## src/rtl/requant_packer_pkg.sv

```systemverilog
// Shared widths, state encoding and legacy width macros for requant_packer.
// Honours REQUANT_ZP_EN in the files that import this package.
`ifndef REQUANT_PACKER_DEFINES
`define REQUANT_PACKER_DEFINES
`define WORD_SIZE 128
`define DATA_SIZE 8
`define PSUM_SIZE 32
`define LANES_PER_BEAT 4
`define BEATS_PER_WORD 4
`endif

package requant_packer_pkg;

  localparam int unsigned PSUM_W         = `PSUM_SIZE;
  localparam int unsigned DATA_W         = `DATA_SIZE;
  localparam int unsigned LANES_PER_BEAT = `LANES_PER_BEAT;
  localparam int unsigned BEATS_PER_WORD = `BEATS_PER_WORD;
  localparam int unsigned BEAT_W         = LANES_PER_BEAT * DATA_W;
  localparam int unsigned STAGE_W        = (BEATS_PER_WORD - 1) * BEAT_W;

  typedef enum logic {
    IDLE = 1'b0,
    RUN  = 1'b1
  } state_e;

endpackage

```

## src/rtl/requant_lane.sv

```systemverilog
// One lane: rounding arithmetic right shift of a signed psum, then int8 saturation.
// REQUANT_ZP_EN adds a signed zero-point applied before saturation.
module requant_lane
  import requant_packer_pkg::*;
(
  input  logic [PSUM_W-1:0] psum_i,
  input  logic [4:0]        shift_i,
`ifdef REQUANT_ZP_EN
  input  logic [DATA_W-1:0] zp_i,
`endif
  output logic [DATA_W-1:0] q_o
);

  localparam logic signed [PSUM_W+1:0] SAT_MAX = 34'sd127;
  localparam logic signed [PSUM_W+1:0] SAT_MIN = -34'sd128;

  logic signed [PSUM_W:0]   rnd;
  logic signed [PSUM_W:0]   t;
  logic signed [PSUM_W:0]   q;
  logic signed [PSUM_W+1:0] v;

  always_comb begin
    rnd = '0;
    if (shift_i != 5'd0) rnd[shift_i - 5'd1] = 1'b1;
    // One guard bit keeps psum + half-LSB from wrapping at the positive limit.
    t = $signed({psum_i[PSUM_W-1], psum_i}) + rnd;
    q = t >>> shift_i;
`ifdef REQUANT_ZP_EN
    v = {q[PSUM_W], q} + {{(PSUM_W + 2 - DATA_W){zp_i[DATA_W-1]}}, zp_i};
`else
    v = {q[PSUM_W], q};
`endif
    if (v > SAT_MAX)      q_o = 8'h7F;
    else if (v < SAT_MIN) q_o = 8'h80;
    else                  q_o = v[DATA_W-1:0];
  end

endmodule

```

## src/rtl/requant_packer.sv

```systemverilog
// Requantizes 4-lane psum beats to int8 and packs 4 beats per 128-bit output word.
// Optional signed zero-point input cfg_zp when REQUANT_ZP_EN is defined.
module requant_packer
  import requant_packer_pkg::*;
(
  input  logic                                   clk,
  input  logic                                   rst,
  input  logic                                   start,
  input  logic [4:0]                             cfg_shift,
  input  logic [15:0]                            cfg_words,
`ifdef REQUANT_ZP_EN
  input  logic [7:0]                             cfg_zp,
`endif
  input  logic                                   PI_valid,
  input  logic [`LANES_PER_BEAT*`PSUM_SIZE-1:0]  PI,
  output logic                                   DO_valid,
  output logic [`WORD_SIZE-1:0]                  DO,
  output logic                                   busy,
  output logic                                   done
);

  localparam logic [1:0] LAST_BEAT = 2'(BEATS_PER_WORD - 1);

  state_e               state_q, state_d;
  logic [1:0]           beat_cnt_q, beat_cnt_d;
  logic [15:0]          word_cnt_q, word_cnt_d;
  logic [15:0]          words_q, words_d;
  logic [4:0]           shift_q, shift_d;
  logic [STAGE_W-1:0]   stage_q, stage_d;
  logic [`WORD_SIZE-1:0] do_q, do_d;
  logic                 do_valid_q, do_valid_d;
  logic                 done_q, done_d;
  logic [BEAT_W-1:0]    beat_lanes;
`ifdef REQUANT_ZP_EN
  logic [7:0]           zp_q, zp_d;
`endif

  for (genvar k = 0; k < LANES_PER_BEAT; k++) begin : g_lane
    requant_lane u_lane (
      .psum_i  (PI[k*PSUM_W +: PSUM_W]),
      .shift_i (shift_q),
`ifdef REQUANT_ZP_EN
      .zp_i    (zp_q),
`endif
      .q_o     (beat_lanes[k*DATA_W +: DATA_W])
    );
  end

  always_comb begin
    state_d    = state_q;
    beat_cnt_d = beat_cnt_q;
    word_cnt_d = word_cnt_q;
    words_d    = words_q;
    shift_d    = shift_q;
    stage_d    = stage_q;
    do_d       = do_q;
    do_valid_d = 1'b0;
    done_d     = 1'b0;
`ifdef REQUANT_ZP_EN
    zp_d       = zp_q;
`endif
    case (state_q)
      IDLE: begin
        if (start) begin
          shift_d    = cfg_shift;
          words_d    = cfg_words;
`ifdef REQUANT_ZP_EN
          zp_d       = cfg_zp;
`endif
          beat_cnt_d = '0;
          word_cnt_d = '0;
          stage_d    = '0;
          if (cfg_words == 16'd0) done_d = 1'b1;
          else                    state_d = RUN;
        end
      end
      RUN: begin
        if (PI_valid) begin
          if (beat_cnt_q == LAST_BEAT) begin
            // The final beat bypasses staging and goes straight into the output word.
            do_d       = {beat_lanes, stage_q};
            do_valid_d = 1'b1;
            beat_cnt_d = '0;
            word_cnt_d = word_cnt_q + 16'd1;
            if (word_cnt_d == words_q) begin
              done_d  = 1'b1;
              state_d = IDLE;
            end
          end else begin
            for (int unsigned b = 0; b < BEATS_PER_WORD - 1; b++) begin
              if (beat_cnt_q == b[1:0]) stage_d[b*BEAT_W +: BEAT_W] = beat_lanes;
            end
            beat_cnt_d = beat_cnt_q + 2'd1;
          end
        end
      end
      default: state_d = IDLE;
    endcase
  end

  always_ff @(posedge clk) begin
    if (!rst) begin
      state_q    <= IDLE;
      beat_cnt_q <= '0;
      word_cnt_q <= '0;
      words_q    <= '0;
      shift_q    <= '0;
      stage_q    <= '0;
      do_q       <= '0;
      do_valid_q <= 1'b0;
      done_q     <= 1'b0;
`ifdef REQUANT_ZP_EN
      zp_q       <= '0;
`endif
    end else begin
      state_q    <= state_d;
      beat_cnt_q <= beat_cnt_d;
      word_cnt_q <= word_cnt_d;
      words_q    <= words_d;
      shift_q    <= shift_d;
      stage_q    <= stage_d;
      do_q       <= do_d;
      do_valid_q <= do_valid_d;
      done_q     <= done_d;
`ifdef REQUANT_ZP_EN
      zp_q       <= zp_d;
`endif
    end
  end

  assign DO       = do_q;
  assign DO_valid = do_valid_q;
  assign done     = done_q;
  assign busy     = (state_q == RUN);

endmodule

```

## config.mk

```make
export PLATFORM = sky130hd
export DESIGN_NAME = requant_packer
export DESIGN_NICKNAME = d
export VERILOG_FILES = /design/src/rtl/requant_packer_pkg.sv /design/src/rtl/requant_lane.sv /design/src/rtl/requant_packer.sv
export SDC_FILE = /design/constraint.sdc
export NUM_CORES = 1
export LEC_CHECK = 0
export CORE_MARGIN = 2
export CORE_UTILIZATION = 25
export DETAILED_ROUTE_END_ITERATION = 10
export HOLD_SLACK_MARGIN = 0.15
export MAX_ROUTING_LAYER = met4
export PLACE_DENSITY = 0.4
export SLEW_MARGIN = 30
export SYNTH_ARGS = -nofsm -noshare
export SYNTH_HDL_FRONTEND = slang
export SYNTH_SLANG_ARGS = --single-unit
```

## constraint.sdc

```tcl
create_clock -name clk -period 14.2 [get_ports clk]
set_input_delay 2.13 -clock clk [delete_from_list [all_inputs] [get_ports clk]]
set_output_delay 2.13 -clock clk [all_outputs]
set_load 0.01 [all_outputs]
```

; Word level (Yosys, flattened, before mapping)
; Index checks and enable logic that the tools add are counted.
[totals]
register_bits = 266
latch_bits = 0
ramBits = 0
romBits = 0
in_bits = 153
output_inout_bits = 131
word_cells = 95
n_memories = 0
[classes]
n_addsub = 7
mul = 0
n_div = 0
order_cmp = 10
n_eq_ne = 11
n_shift = 4
mux = 39
bitwise_logic = 1
reduce_logical = 12
[ops]
columns = op, n
row1 = 96-bit 2-to-1 mux, 3
row2 = 96-bit one-hot mux with 2 select lines, 1
row3 = 32-bit by 33-bit adder with 33-bit output, 4
row4 = "33-bit by 8-bit > comparator with 1-bit output, second input constant", 4
row5 = "33-bit by 8-bit < comparator with 1-bit output, second input constant", 4
row6 = 33-bit by 5-bit >>> shifter with 33-bit output, 4
row7 = 32-bit 2-to-1 mux, 4
row8 = 8-bit 2-to-1 mux, 8
row9 = 16-bit 2-to-1 mux, 3
row10 = 16-bit one-hot mux with 2 select lines, 1
row11 = "16-bit by 1-bit adder with 16-bit output, second input constant", 1
row12 = 16-bit equality test, 1
row13 = 16-bit zero test, 1
row14 = 1-bit 2-to-1 mux, 12
row15 = 4-bit AND reduction, 3
row16 = 3-bit AND reduction, 3
row17 = "2-bit by 1-bit != test with 1-bit output, second input constant", 4
row18 = "5-bit by 7-bit < comparator with 1-bit output, second input constant", 1
row19 = 2-bit 2-to-1 mux, 3
row20 = "2-bit != test, second input constant", 3
row21 = 1-bit demux with 5-bit select, 1
row22 = "5-bit by 1-bit >= comparator with 1-bit output, second input constant", 1
row23 = 5-bit nonzero test, 1
row24 = "5-bit by 1-bit subtractor with 5-bit output, second input constant", 1
row25 = 9 further kinds, 12

; Longest topological paths before layout
; Gate-level depths: netlist of run 1.
[depth]
word_depth = 15
ltp_mapped = 35
depth_no_buf = 21

; Modules after synthesis
; Synthesis of run 1 repeated with hierarchy kept, for this count alone.
[hier_totals]
hier_cells = 4246
hier_area_um2 = 29658.4
[modules_own_cells]
columns = mod, instances, cells_each, area_per_inst_um2, seq_area_each_um2
row1 = requant_packer, 1, 1304, 10278.6, 5325.1
row2 = requant_lane at g_lane[1].u_lane ..., 2, 721, 4754.6, 0.0
row3 = requant_lane at g_lane[3].u_lane, 1, 769, 5168.7, 0.0
row4 = requant_lane at g_lane[0].u_lane, 1, 731, 4702.0, 0.0

; Least setup slack after synthesis of run 1
; Ideal clock, no wire load.
[synth_path]
path_type = register to register
from = reg shift_q[0]
to = reg do_q[104] (netlist: DO[104])
arrival_time_ps = 8022
required_time_ps = 14083
slack_ps = 6061
stages_incl_launch_ff = 35
path_buffers = 14
period_less_slack_ps = 8139
path_cell_list = dfxtp_1 > buf_2 > buf_6 > buf_2 > buf_2 > buf_2 > clkbuf_1 > inv_1 > clkbuf_1 > clkbuf_1 > clkbuf_1 > clkbuf_1 > clkbuf_1 > buf_1 > nand2_1 > nor2_1 > ha_1 > clkbuf_1 > clkinv_1 > or4_1 > clkbuf_1 > a22oi_1 > a2111oi_2 > o21ai_0 > mux2_2 > nor4_1 > nand2_1 > mux2_2 > mux2_2 > a221oi_1 > a41oi_1 > a21oi_1 > a31o_2 > o211ai_1 > a22o_1
[synth_between]
elab_chain_len = 11
elab_cells_between_ends = 14
[synth_lines]
columns = element, line_no
row1 = "start, declared", requant_packer.sv:28  ; logic [4:0] shift_q, shift_d;
row2 = "start signal, assigned", requant_packer.sv:120  ; shift_q <= shift_d;
row3 = 5-bit by 1-bit subtractor with 5-bit output, requant_lane.sv:24  ; if (shift_i != 5'd0) rnd[shift_i - 5'd1] = 1'b1;
row4 = 5-bit by 7-bit < comparator with 1-bit output (not written as such) or 5-bit by 1-bit >= comparator with 1-bit output (tied branches), requant_lane.sv:24
row5 = 1-bit logical AND (not written as such), requant_lane.sv:24
row6 = 1-bit 2-to-1 mux (not written as such), requant_lane.sv:24
row7 = 1-bit demux with 5-bit select, -
row8 = 32-bit 2-to-1 mux, requant_lane.sv:24
row9 = 32-bit by 33-bit adder with 33-bit output, requant_lane.sv:26  ; t = $signed({psum_i[PSUM_W-1], psum_i}) + rnd;
row10 = 33-bit by 5-bit >>> shifter with 33-bit output *, requant_lane.sv:27  ; q = t >>> shift_i;
row11 = 33-bit by 8-bit < comparator with 1-bit output, requant_lane.sv:34  ; else if (v < SAT_MIN) q_o = 8'h80;
row12 = 8-bit 2-to-1 mux, requant_lane.sv:34
row13 = 8-bit 2-to-1 mux *, requant_lane.sv:33  ; if (v > SAT_MAX) q_o = 8'h7F;
row14 = "end signal, assigned", requant_packer.sv:122  ; do_q <= do_d;
row15 = "end, declared", requant_packer.sv:30  ; logic [`WORD_SIZE-1:0] do_q, do_d;
; Mark *: on every way between the ends. The rest lies on a longest branch, timed or not.
; A chain may end at the register's enable or synchronous reset.

; Worst setup path after layout of run 1
[layout_path]
from = reg shift_q[1]
to = reg stage_q[53]
[layout_between]
elab_chain_len = 15
elab_cells_between_ends = 18
[layout_lines]
columns = element, line_no
row1 = 5-bit by 1-bit subtractor with 5-bit output, requant_lane.sv:24
row2 = 5-bit by 7-bit < comparator with 1-bit output (not written as such) or 5-bit by 1-bit >= comparator with 1-bit output (tied branches), requant_lane.sv:24
row3 = 1-bit logical AND (not written as such), requant_lane.sv:24
row4 = 1-bit 2-to-1 mux (not written as such), requant_lane.sv:24
row5 = 1-bit demux with 5-bit select, -
row6 = 32-bit 2-to-1 mux, requant_lane.sv:24
row7 = 32-bit by 33-bit adder with 33-bit output, requant_lane.sv:26
row8 = 33-bit by 5-bit >>> shifter with 33-bit output *, requant_lane.sv:27
row9 = 33-bit by 8-bit < comparator with 1-bit output, requant_lane.sv:34
row10 = 8-bit 2-to-1 mux, requant_lane.sv:34
row11 = 8-bit 2-to-1 mux *, requant_lane.sv:33
row12 = 32-bit 2-to-1 mux *, requant_packer.sv:91  ; if (beat_cnt_q == b[1:0]) stage_d[b*BEAT_W +: BEAT_W] = beat_lanes;
row13 = 96-bit 2-to-1 mux *, requant_packer.sv:79  ; if (beat_cnt_q == LAST_BEAT) begin
row14 = 96-bit 2-to-1 mux *, requant_packer.sv:78  ; if (PI_valid) begin
row15 = 96-bit one-hot mux with 2 select lines *, requant_packer.sv:62  ; case (state_q)
row16 = "end signal, assigned", requant_packer.sv:121  ; stage_q <= stage_d;
row17 = "end, declared", requant_packer.sv:29  ; logic [STAGE_W-1:0] stage_q, stage_d;
; Mark *: on every way between the ends. The rest lies on a longest branch, timed or not. The select of a mux whose other input is x is not followed.

==> flow_metrics.env, run 1 <==
export IMPL_status="finished clean"
export IMPL_r2r_setup_slack_ns=4.60
export IMPL_worstSetupEndpointType="flop"
export IMPL_tns_ns=0
export IMPL_max_stage_delay_ns=0.79
export IMPL_power_leakage_nw=13.9
export IMPL_rsz0062_at_grt="no"
export IMPL_path_depth=21
export IMPL_whs_ns=0.453
export IMPL_ys_top_cells_by_area="dfxtp_1 16%, nand2_1 8.0%, nor2_1 4.4%"
export IMPL_hold_class="flop to flop"
export IMPL_drive_gt1_frac=0.0776
export IMPL_min_from="stage_q[32]"
export IMPL_post_drt_wl_per_cell_um=32.1
export IMPL_clkTransAtPathRegs_ns=0.07
export IMPL_wl_mm=209
export IMPL_avgSynthCellArea_um2=6.95
export IMPL_first_iter_violations=5403
export IMPL_synth_seq_cells=266
export IMPL_synthArstFlopShare=0
export IMPL_num_rows=132
export IMPL_cts_setup_buffers=0
export IMPL_die_w_um=366
export IMPL_dp_hpwl_mm=164
export IMPL_fmax_mhz=104
export IMPL_ys_seq_area_frac=0.163
export IMPL_cp_max_fo=43
export IMPL_drt_pass1_iterations=7
export IMPL_r2r_cells=21
export IMPL_r2r_start="shift_q[1]"
export IMPL_numPortBuffers=283
export IMPL_core_um2=130000
export IMPL_synth_top_area_share=0.163
export IMPL_htreeDepth=1
export IMPL_crit_chain="buf_4 -> or3b_2 -> buf_4 -> nor2_1 -> ha_1 -> a21o_1 -> o2111a_1 -> a311oi_2 -> o221ai_1 -> a221o_1 -> a22oi_1 -> nand2_1 -> o21ai_0 -> a21oi_1 -> a211oi_1 -> nand4_1 -> o41ai_1 -> a31oi_1 -> a211oi_1 -> or2_1 -> a22o_1"
export IMPL_critPathArrivalTime_ns=10.12
export IMPL_slew_violations=0
export IMPL_synth_edf_count=0
export IMPL_gp_congestion=1.03
export IMPL_tightest_slew_ns=1.21
export IMPL_route_detailed_drc=0
export IMPL_cts_sinks=266
export IMPL_powerDensity_nw_per_um2=69.2
export IMPL_synth_distinct_cells=120
export IMPL_synth_area_um2=32700
export IMPL_grt_ovfl_total=0
export IMPL_ant_nets=0
export IMPL_initial_core_util=0.252
export IMPL_path_buf_inv=2
export IMPL_die_h_um=366
export IMPL_track_usage=0.306
export IMPL_layout_common_cells="700 x nand2_1, 372 x nor2_1, 282 x clkdlybuf4s50_1"
export IMPL_crit_family="compound AO/OA/AOI/OAI gates"
export IMPL_antenna_found_initial=9
export IMPL_final_nets=5001
export IMPL_hold_viol=0
export IMPL_synthFlopType="dfxtp_1"
export IMPL_setup_violations=0
export IMPL_max_cap_viol_count=0
export IMPL_areaGrowthSynthToFinish_pct=17.0
export IMPL_grt_max_degree=100
export IMPL_vias=40500
export IMPL_cts_root_buffer="clkbuf_16"
export IMPL_cp_required_ns=14.71
export IMPL_cts_buffers=27
export IMPL_reg2reg_to="stage_q[53]"
export IMPL_hold_end="stage_q[32]"
export IMPL_slew_headroom=0.186
export IMPL_period_share=0.676
export IMPL_syn_inst=4708
export IMPL_fin_crit_ns=9.60
export IMPL_layout_commonest_cell="nand2_1"
export IMPL_yosysWarnings=0
export IMPL_cts_buffer_depth=3
export IMPL_cts_tree="done"
export IMPL_vias_per_cell=6.21
export IMPL_cts_resized=0
export IMPL_hold_path_depth=2
export IMPL_crit_slowest_cell="a22oi_1"
export IMPL_start_kind="flop"
export IMPL_worst_skew_pair_late_latency_ns=0.57
export IMPL_grt_pass1_wl_mm=295
export IMPL_die_area_um2=134000
export IMPL_final_util=0.295
export IMPL_hold_buffers=0
export IMPL_ios=284
export IMPL_yosysTopAreaCell="dfxtp_1"
export IMPL_vdd_drop_max_mv=0.0749
export IMPL_grt_pass1_vias=37400
export IMPL_finClkSkew_ns=0.0145
export IMPL_crit_type="flop to flop"
## sequential cells by signal, summed over array words and instances (netlist names)
name	cells
DO	128
stage_q	96
word_cnt_q	16
words_q	16
shift_q	5
beat_cnt_q	2
DO_valid	1
busy	1
done	1
## layer usage
layer | track usage | up-vias | part of all wire
li1 | - | 18000 | -
met2 | 0.433 | 2249 | 0.41
met1 | 0.428 | 19900 | 0.46
met3 | 0.0387 | 371 | 0.080
met5 | - | - | 0
met4 | 0.142 | 0 | 0.058
## cells by family after synthesis
| group | synth area share |
|---|---|
| simple gates | 0.279 |
| compound gates | 0.381 |
| buf+inv | 0.0554 |
| flops | 0.163 |
| xor+xnor | 0.0399 |
| mux | 0.0440 |
| fa+ha+maj | 0.0380 |
| other cells | 0.000115 |
## cell type report
| cell class | instances | area, um^2 |
|---|---|---|
| Antenna cell | 6 | 15.0 |
| Clock buffer | 34 | 742 |
| Clock inverter | 16 | 228 |
| Fill cell | 14400 | 91400 |
| Inverter | 54 | 209 |
| Multi-Input combinational cell | 4002 | 25800 |
| Sequential cell | 266 | 5340 |
| Tap cell | 1742 | 2180 |
| Timing Repair Buffer | 408 | 3780 |
## how the worst max path moves through the flow
| stage | start | to | slack (ns) |
|---|---|---|---|
| after floorplan | shift_q[0] | DO[104] | 6.06 |
| after global placement | PI[81] | stage_q[85] | 4.96 |
| after detailed placement | PI[81] | stage_q[53] | 4.97 |
| after CTS | shift_q[1] | stage_q[53] | 5.01 |
| after global routing | shift_q[1] | stage_q[21] | 4.47 |
| final | shift_q[1] | stage_q[53] | 4.60 |
## Yosys cell counts (69+ instances only)
| cell type | n |
|---|---|
| o21ai_0 | 275 |
| a21o_1 | 69 |
| ha_1 | 89 |
| clkbuf_1 | 269 |
| nor3_1 | 121 |
| nand2_1 | 701 |
| mux2i_1 | 81 |
| a21oi_1 | 279 |
| and2_1 | 81 |
| a211oi_1 | 84 |
| dfxtp_1 | 266 |
| xnor2_1 | 102 |
| nor2_1 | 381 |
| a21boi_0 | 137 |
| o211ai_1 | 91 |
| nand3_1 | 161 |
## worst min-delay path: stages (launching register included)
cell     delay (ns)
dfxtp_1        0.31
nand2_1        0.05
o21ai_1        0.05
## stage by stage
step                      std cells  power, mW  setup slack (ns)  instance area (um^2)
after CTS                      6521       2.62              5.01                 38200
after floorplan                4711       1.38              6.06                 32700
after detailed placement       6471       1.83              4.97                 37300
after global routing           6527       2.73              4.47                 38300
final                          6528       2.65              4.60                 38300
after global placement         6471       1.84              4.96                 37200
## power by group
| group | leakage [nW] | internal (mW) | switching (mW) |
|---|---|---|---|
| clock network | 0.482 | 0.465 | 0.322 |
| registers | 2.15 | 0.756 | 0.0147 |
| logic | 11.2 | 0.329 | 0.763 |
| total | 13.9 | 1.55 | 1.10 |
(Power assumes the default switching activity.)
==> inputs of run 2 (changes only) <==
- PLACE_DENSITY: 0.4 -> 0.41
- clock period: 14.2 -> 7.93 ns (I/O delays scaled with it)
==> run 2 against run 1 <==
  * Clock skew grew 0.012 ns
  * Via count grew 1.5%
  * Sequential share of layout area shrank 0.50 points
  * Wire length up 1.0%
  * Sequential power is 79% higher
  * Worst hold slack got worse by 0.0010 ns
  * Critical endpoint is now stage_q[93]
  * Non-clock buffer count up 182
  * Count of clock-buffer cells in the layout increased by 6
  * Worst setup slack got worse by 4.5 ns
  * Clock power increased by 78%
  * Global-route usage increased by 0.24 points
  * Largest cell class unchanged
  * Cell area increased by 3.7%
==> flow_metrics.env, run 2 (synthesis results as in run 1) <==
export IMPL_status="finished clean"
export IMPL_dp_hpwl_mm=168
export IMPL_cts_buffers=28
export IMPL_gp_congestion=1.03
export IMPL_period_share=0.984
export IMPL_p_int_mw=2.84
export IMPL_fmax_mhz=128
export IMPL_crit_type="flop to flop"
export IMPL_initial_core_util=0.252
export IMPL_start_kind="flop"
export IMPL_power_frac_comb=0.423
export IMPL_layout_commonest_cell="nand2_1"
export IMPL_slew_headroom=0.234
export IMPL_final_util=0.306
export IMPL_hold_buffers=0
export IMPL_post_drt_wl_per_cell_um=31.5
export IMPL_drt_pass1_iterations=6
export IMPL_crit_family="compound AO/OA/AOI/OAI gates"
export IMPL_max_cap_viol_count=0
export IMPL_vias_per_cell=6.13
export IMPL_powerDensity_nw_per_um2=121
export IMPL_cts_root_buffer="clkbuf_16"
export IMPL_p_seq_frac=0.287
export IMPL_cts_tree="done"
export IMPL_p_sw_mw=1.98
export IMPL_track_usage=0.308
export IMPL_nFillCells=14300
export IMPL_worstSetupEndpointType="flop"
export IMPL_cts_sinks=266
export IMPL_num_rows=132
export IMPL_grt_max_degree=122
export IMPL_hold_viol=0
export IMPL_antenna_found_initial=2
export IMPL_die_w_um=366
export IMPL_vdd_drop_max_mv=0.158
export IMPL_fin_crit_ns=7.80
export IMPL_die_h_um=366
export IMPL_vias=41100
export IMPL_core_um2=130000
export IMPL_grt_ovfl_total=0
export IMPL_numPortBuffers=283
export IMPL_finClkSkew_ns=0.0264
export IMPL_max_stage_delay_ns=0.72
export IMPL_cts_buffer_depth=3
export IMPL_tns_ns=0
export IMPL_path_buf_inv=4
export IMPL_grt_pass1_wl_mm=296
export IMPL_drive_gt1_frac=0.109
export IMPL_ant_nets=0
export IMPL_die_area_um2=134000
export IMPL_ios=284
export IMPL_htreeDepth=1
export IMPL_rsz0062_at_grt="no"
export IMPL_route_detailed_drc=0
export IMPL_clockPowerShare=0.290
export IMPL_first_iter_violations=5047
export IMPL_power_leakage_nw=14.8
export IMPL_areaGrowthSynthToFinish_pct=21.3
export IMPL_worst_skew_pair_late_latency_ns=0.57
export IMPL_clkTransAtPathRegs_ns=0.07
export IMPL_crit_slowest_cell="a21oi_1"
export IMPL_tightest_slew_ns=1.15
export IMPL_slew_violations=0
export IMPL_hold_class="flop to flop"
export IMPL_swShare=0.410
export IMPL_cp_max_fo=19
export IMPL_grt_pass1_vias=37700
export IMPL_cts_resized=0
export IMPL_largest_reg_flops=128
export IMPL_final_nets=5184
export IMPL_layout_common_cells="700 x nand2_1, 375 x nor2_1, 295 x buf_4"
export IMPL_critPathArrivalTime_ns=8.32
export IMPL_cp_required_ns=8.45
export IMPL_setup_violations=0
export IMPL_wl_mm=211
-- run 2: cell types whose count changed in the layout (fill, tap and decap cells not counted), sizes merged --
cell	change
bufinv	-2
inv	-1
clkinvlp	-1
buf	+182
clkbuf	+6
clkinv	-1
-- run 2: cell type report --
cell class	instances	area, um^2	share of cell area
Timing Repair Buffer	590	5270	0.133
Multi-Input combinational cell	4002	25700	0.647
Clock buffer	40	827	0.0208
Tap cell	1742	2180	0.0549
Sequential cell	266	5340	0.135
Clock inverter	11	149	0.00375
Inverter	54	209	0.00527
Antenna cell	6	15.0	0.000378
-- run 2: worst paths after layout --
| check | start | cells past startpoint | slack (ns) | endpoint |
|---|---|---|---|---|
| max | shift_q[1] | 25 | 0.13 | stage_q[93] |
| min | stage_q[23] | 2 | 0.45 | DO[23] |
| max reg2reg | shift_q[1] | 25 | 0.13 | stage_q[93] |
| min reg2reg | stage_q[23] | 2 | 0.45 | DO[23] |
-- run 2: timing repair --
item / CTS / global route
endpoints found under the setup margin: 0 / 28
endpoints found under the hold margin: 0 / 0
setup buffers: 0 / 2
-- run 2: layer usage --
layer  share of wire  GRT usage  wire length, um  vias to the layer above
li1                -          -                -                    18400
met1            0.45      0.423            94600                    20100
met2            0.42      0.446            88500                     2320
met3           0.081     0.0400            17100                      375
met4           0.053      0.142            11200                        0
met5               0          -                0                        -
-- run 2: worst reg2reg max path, delay by kind of cell (launching register included) --
| kind | cells | cell delay [ns] |
|---|---|---|
| AOI/OAI and AO/OA | 13 | 3.97 |
| and+or+nand+nor | 6 | 1.94 |
| buffers and inverters | 4 | 0.86 |
| adders and majority gates | 2 | 0.53 |
| DFF | 1 | 0.44 |
-- run 2: power by group through the flow --
stage,clock network (mW),registers (mW),logic (mW)
after global placement,0,1.41,1.97
after detailed placement,0,1.41,1.95
after CTS,1.44,1.38,1.96
after floorplan,0,1.39,1.08
after global routing,1.50,1.38,2.11
final,1.40,1.38,2.04
-- run 2: metrics by stage --
step	setup WS [ns]	power, mW	instances	area, um^2	hold WS (ns)
5_1_grt	0.0171	5.00	6707	39700	0.468
2_1_floorplan	0.0633	2.47	4711	32700	0.425
3_5_place_dp	0.153	3.37	6650	38700	0.442
3_3_place_gp	0.183	3.39	6650	38600	0.436
6_report	0.128	4.82	6711	39700	0.452
4_1_cts	0.150	4.78	6701	39600	0.450
